**src/rtl/axi_ram_rd_sched.sv**
```systemverilog
// axi_ram_rd_sched: round-robin scheduler sharing one AXI4 read channel among NUM_CLIENTS requesters.
// Optional sticky response checking is enabled by defining AXI_RAM_RD_SCHED_CHECK_EN.
module axi_ram_rd_sched #(
    parameter int NUM_CLIENTS = 4,
    parameter int DATA_WIDTH  = 32,
    parameter int ADDR_WIDTH  = 16,
    parameter int STRB_WIDTH  = DATA_WIDTH / 8,
    parameter int ID_WIDTH    = 8,
    localparam int CL_W       = $clog2(NUM_CLIENTS)
) (
    input  logic                          clk,
    input  logic                          rst,
    input  logic [NUM_CLIENTS-1:0]        req_valid,
    output logic [NUM_CLIENTS-1:0]        req_ready,
    input  logic [NUM_CLIENTS*ADDR_WIDTH-1:0] req_addr,
    input  logic [NUM_CLIENTS*8-1:0]      req_len,
    output logic [DATA_WIDTH-1:0]         resp_data,
    output logic [CL_W-1:0]               resp_client,
    output logic                          resp_last,
    output logic                          resp_valid,
    input  logic                          resp_ready,
    output logic                          resp_err,
    output logic [ID_WIDTH-1:0]           m_axi_arid,
    output logic [ADDR_WIDTH-1:0]         m_axi_araddr,
    output logic [7:0]                    m_axi_arlen,
    output logic [2:0]                    m_axi_arsize,
    output logic [1:0]                    m_axi_arburst,
    output logic                          m_axi_arvalid,
    input  logic                          m_axi_arready,
    input  logic [ID_WIDTH-1:0]           m_axi_rid,
    input  logic [DATA_WIDTH-1:0]         m_axi_rdata,
    input  logic [1:0]                    m_axi_rresp,
    input  logic                          m_axi_rlast,
    input  logic                          m_axi_rvalid,
    output logic                          m_axi_rready
);
    typedef enum logic [1:0] {IDLE, ADDR, DATA} state_t;
    state_t                  state_q, state_d;
    logic [CL_W-1:0]         rr_ptr_q, rr_ptr_d, grant_q, grant_d, pick;
    logic [ADDR_WIDTH-1:0]   addr_q, addr_d;
    logic [7:0]              len_q, len_d;
    logic                    found, r_hs;
    logic [CL_W:0]           idx;
    // Search downwards so the lowest offset from rr_ptr is the one left standing.
    always_comb begin
        pick  = '0;
        found = 1'b0;
        idx   = '0;
        for (int i = NUM_CLIENTS - 1; i >= 0; i--) begin
            idx = {1'b0, rr_ptr_q} + (CL_W+1)'(i);
            if (idx >= (CL_W+1)'(NUM_CLIENTS)) idx = idx - (CL_W+1)'(NUM_CLIENTS);
            if (req_valid[idx[CL_W-1:0]]) begin
                pick  = idx[CL_W-1:0];
                found = 1'b1;
            end
        end
    end
    assign r_hs = (state_q == DATA) && m_axi_rvalid && resp_ready;
    // Next-state logic: grant in IDLE, hold AR in ADDR, pass beats through in DATA.
    always_comb begin
        state_d   = state_q;
        rr_ptr_d  = rr_ptr_q;
        grant_d   = grant_q;
        addr_d    = addr_q;
        len_d     = len_q;
        req_ready = '0;
        case (state_q)
            IDLE: if (found) begin
                req_ready = NUM_CLIENTS'(1) << pick;
                grant_d   = pick;
                addr_d    = req_addr[pick*ADDR_WIDTH +: ADDR_WIDTH];
                len_d     = req_len[pick*8 +: 8];
                state_d   = ADDR;
            end
            ADDR: if (m_axi_arready) state_d = DATA;
            DATA: if (r_hs && m_axi_rlast) begin
                rr_ptr_d = (grant_q == CL_W'(NUM_CLIENTS - 1)) ? '0 : grant_q + 1'b1;
                state_d  = IDLE;
            end
            default: state_d = IDLE;
        endcase
    end
    // State and latched request registers.
    always_ff @(posedge clk) begin
        if (rst) begin
            state_q  <= IDLE;
            rr_ptr_q <= '0;
            grant_q  <= '0;
            addr_q   <= '0;
            len_q    <= '0;
        end else begin
            state_q  <= state_d;
            rr_ptr_q <= rr_ptr_d;
            grant_q  <= grant_d;
            addr_q   <= addr_d;
            len_q    <= len_d;
        end
    end
    assign m_axi_arid    = ID_WIDTH'(grant_q);
    assign m_axi_araddr  = addr_q;
    assign m_axi_arlen   = len_q;
    assign m_axi_arsize  = 3'($clog2(STRB_WIDTH));
    assign m_axi_arburst = 2'b01;
    assign m_axi_arvalid = (state_q == ADDR);
    assign m_axi_rready  = (state_q == DATA) && resp_ready;
    assign resp_valid    = (state_q == DATA) && m_axi_rvalid;
    assign resp_data     = m_axi_rdata;
    assign resp_last     = m_axi_rlast;
    assign resp_client   = grant_q;
`ifdef AXI_RAM_RD_SCHED_CHECK_EN
    logic err_q, err_d;
    assign err_d = err_q | (r_hs && (m_axi_rid != ID_WIDTH'(grant_q) || m_axi_rresp != 2'b00));
    // Sticky error flag, cleared only by reset.
    always_ff @(posedge clk) begin
        if (rst) err_q <= 1'b0;
        else     err_q <= err_d;
    end
    assign resp_err = err_q;
`else
    logic unused_chk;
    assign unused_chk = ^{m_axi_rid, m_axi_rresp};
    assign resp_err   = 1'b0;
`endif
endmodule

```
**config.mk**
```make
export PLATFORM = sky130hd
export DESIGN_NAME = axi_ram_rd_sched
export DESIGN_NICKNAME = d
export VERILOG_FILES = /design/src/rtl/axi_ram_rd_sched.sv
export SDC_FILE = /design/constraint.sdc
export NUM_CORES = 1
export LEC_CHECK = 0
export BUFFER_PORTS_ARGS = -buffer_cell sky130_fd_sc_hd__buf_2
export CAP_MARGIN = 20
export CORE_AREA = 3 3 88 90
export DETAILED_ROUTE_END_ITERATION = 6
export DIE_AREA = 0 0 91 93
export PLACE_DENSITY_LB_ADDON = 0.1
export SYNTH_ARGS = -nofsm -noshare
export SYNTH_HDL_FRONTEND = slang
export SYNTH_SLANG_ARGS = --single-unit
```
**constraint.sdc**
```tcl
create_clock -name clk -period 1.9 [get_ports clk]
set_input_delay 0.38 -clock clk [delete_from_list [all_inputs] [get_ports clk]]
set_output_delay 0.38 -clock clk [all_outputs]
set_load 0.02 [all_outputs]
```
==> impl_metrics.tcl <==
set metrics [dict create \
    violations "setup timing" \
    routed-via-count 2483 \
    synth-edff-count 0 \
    synth.yosys.seq_area_share_pct 23.94 \
    clockBufferDepth 2 \
    startpoint_type "register" \
    yosys.area.top_type_share_pct 23.94 \
    antenna_found_initial 0 \
    clockRootBuffer "clkbuf_8" \
    slew_viol_final 0 \
    setup_viol 4 \
    grt_max_degree 31 \
    insertion_delay_ns 0.28 \
    rsz0062_at_grt "yes" \
    cts_buffers 5 \
    synth_area_leaders "dfxtp_1 24%, buf_4 15%, mux2i_1 7.2%" \
    slowest_delay_ns 0.38 \
    fin_util_pct 46.77 \
    min_path_type "in2reg" \
    cts_hold_buf 0 \
    powerDensity_nw_per_um2 659.4 \
    maxCapViolCount 0 \
    die_height_um 93 \
    fmax_mhz 516.6 \
    dieArea_um2 8463 \
    finalCriticalPeriod_ns 1.936 \
    n_antenna_cell 0 \
    drt_first_pass_iters 4 \
    slowest_stage "dfxtp_4" \
    setup_ws_ns -0.03566 \
    arrival_ns 1.56 \
    synth_cell_type_count 36 \
    tns_ns -0.1093 \
    synth-main-ff-cell "dfxtp_1" \
    cts.sinks 30 \
    dp_hpwl_mm 5.692 \
    grt_pass1_wl_mm 11.97 \
    place_congestion 0.8027 \
    fillerInstances 773 \
    coreArea_um2 7137 \
    path_max_fanout 5 \
    cp.required_ns 1.52 \
    drc 0 \
    wl_per_cell_um 15.72 \
    irDropWorstVdd_v 0.0002524 \
    worst-path-buf-inv 2 \
    die_w_um 91 \
    final_common_cell "buf_2" \
    end_kind "output port" \
    clk_pin_slew_ns 0.06 \
    h-tree-depth 2 \
    async_flop_share_pct 0 \
    io_pins 228 \
    synthCells 278 \
    layout_common_cells "137 x buf_2, 28 x dfxtp_1, 24 x buf_4" \
    period_share_pct 101.9 \
    vias_per_cell 5.026 \
    status "complete, but fails checks" \
    stdcell_area_um2 3338 \
    worstSetupPathType "reg2out" \
    numPortBuffers 141 \
    skew_ns 0.009461 \
    hold_viol_final 0 \
    grt.overflow.total 0 \
    leakage_nw 1.664 \
    ys_warn_count 0 \
    drive_gt1_share_pct 55.44 \
    fin_nets 543 \
    postRouteAntennaNets 0 \
    syn_avg_cell_area_um2 9.024 \
    critPathTopFamily "flip-flops" \
    start_util_pct 35.15 \
    cts_tree "yes" \
    drt_iter0_drc 61 \
    grt_pass1_vias 2400 \
    area_growth_pct 33.07 \
    rows 31 \
    crit_chain "mux2i_2 > nor2_2 > nor3_2 > buf_4 > and3_2 > buf_6" \
    ys_seq_elements 30 \
    netlist_area_um2 2509 \
    grt_use_total_pct 17.36 \
    drt_wl_total_mm 7.767 \
    yosysTopAreaCell "dfxtp_1" \
    place_area_um2 3117 \
]
[worst reg2reg max path, cell delays in order, from the launching register on]
cell      delay [ns]
dfxtp_4         0.38
mux2i_2         0.25
or2_1           0.20
nand3_4         0.12
or3_1           0.35
buf_4           0.19
o221ai_2        0.19
[report_power, final]
group | internal (mW) | leakage, nW | switching, mW
sequential | 0.706 | 0.250 | 0.0376
clock | 0.366 | 0.0575 | 0.256
combinational | 0.382 | 1.36 | 0.454
total | 1.45 | 1.66 | 0.747
[routing by layer]
| layer | track usage [%] | up-vias | wire (µm) |
|---|---|---|---|
| li1 | - | 1209 | - |
| met1 | 22.32 | 1133 | 3317 |
| met2 | 27.71 | 127 | 3669 |
| met3 | 5.632 | 14 | 731 |
| met4 | 5.276 | 0 | 48 |
| met5 | 0 | - | 0 |
[worst paths after layout]
| kind | from | to | slack [ns] | cells after the start |
|---|---|---|---|---|
| worst max-delay path | rr_ptr_q[1] | req_ready[3] | -0.04 | 6 |
| worst min-delay path | m_axi_arready | state_q[1] | 0.37 | 3 |
| worst max register to register | rr_ptr_q[1] | m_axi_arlen[4] | 0.15 | 6 |
| worst min register to register | resp_client[1] | resp_client[1] | 0.49 | 2 |
[state kept, by name (all words and copies together) (netlist names)]
| register | count |
|---|---|
| m_axi_araddr | 16 |
| rr_ptr_q | 2 |
| resp_client | 2 |
| m_axi_arlen | 8 |
| state_q | 2 |
[logic make-up after synthesis]
group | synth area share [%]
other | 0.2994
adder cells (fa/ha/maj) | 0.4987
flip-flops | 23.94
buffers and inverters | 19.35
multiplexers | 14.36
AO/OA/AOI/OAI | 23.24
AND/OR/NAND/NOR | 18.31
[through the flow]
| step | setup WS, ns | std cells | total power, mW | hold slack (ns) |
|---|---|---|---|---|
| 2_1_floorplan | -0.005405 | 288 | 1.379 | 0.5315 |
| 3_3_place_gp | -0.05512 | 481 | 1.561 | 0.4800 |
| 3_5_place_dp | -0.08001 | 481 | 1.569 | 0.4864 |
| 4_1_cts | -0.05771 | 494 | 2.232 | 0.3645 |
| 5_1_grt | -0.1249 | 494 | 2.344 | 0.3933 |
| 6_report | -0.03566 | 494 | 2.201 | 0.3748 |
[timing repair]
item                       4_1_cts  5_1_grt
setup buffers                    5        0
pin swaps                        5        0
gates cloned                     0        0
resized for setup               20        2
setup endpoints to repair        4        4
[cells in the mapped netlist, types with 2 or more instances]
master	n
and2_1	5
nand2_1	5
conb_1	2
clkbuf_1	10
buf_6	3
buf_2	4
nor3_1	3
o211a_1	16
nor2b_1	3
buf_4	51
mux2i_1	18
nor2_1	5
a31oi_1	16
inv_1	2
a21oi_1	4
mux2_2	16
or3_1	3
nand4_1	17
o31ai_1	16
dfxtp_1	30
nand3b_1	8
nand2b_1	19
o221ai_2	9
[area by class of cell]
class,instances,area [µm²],area share [%]
clock buffers,8,110.1,3.298
inverters,2,7.507,0.2249
multi-input cells,187,1520,45.54
flip-flops and latches,30,605.6,18.14
well taps,99,123.9,3.711
repair buffers,168,970.9,29.09
Note: power is estimated with default switching activity, not from simulation.
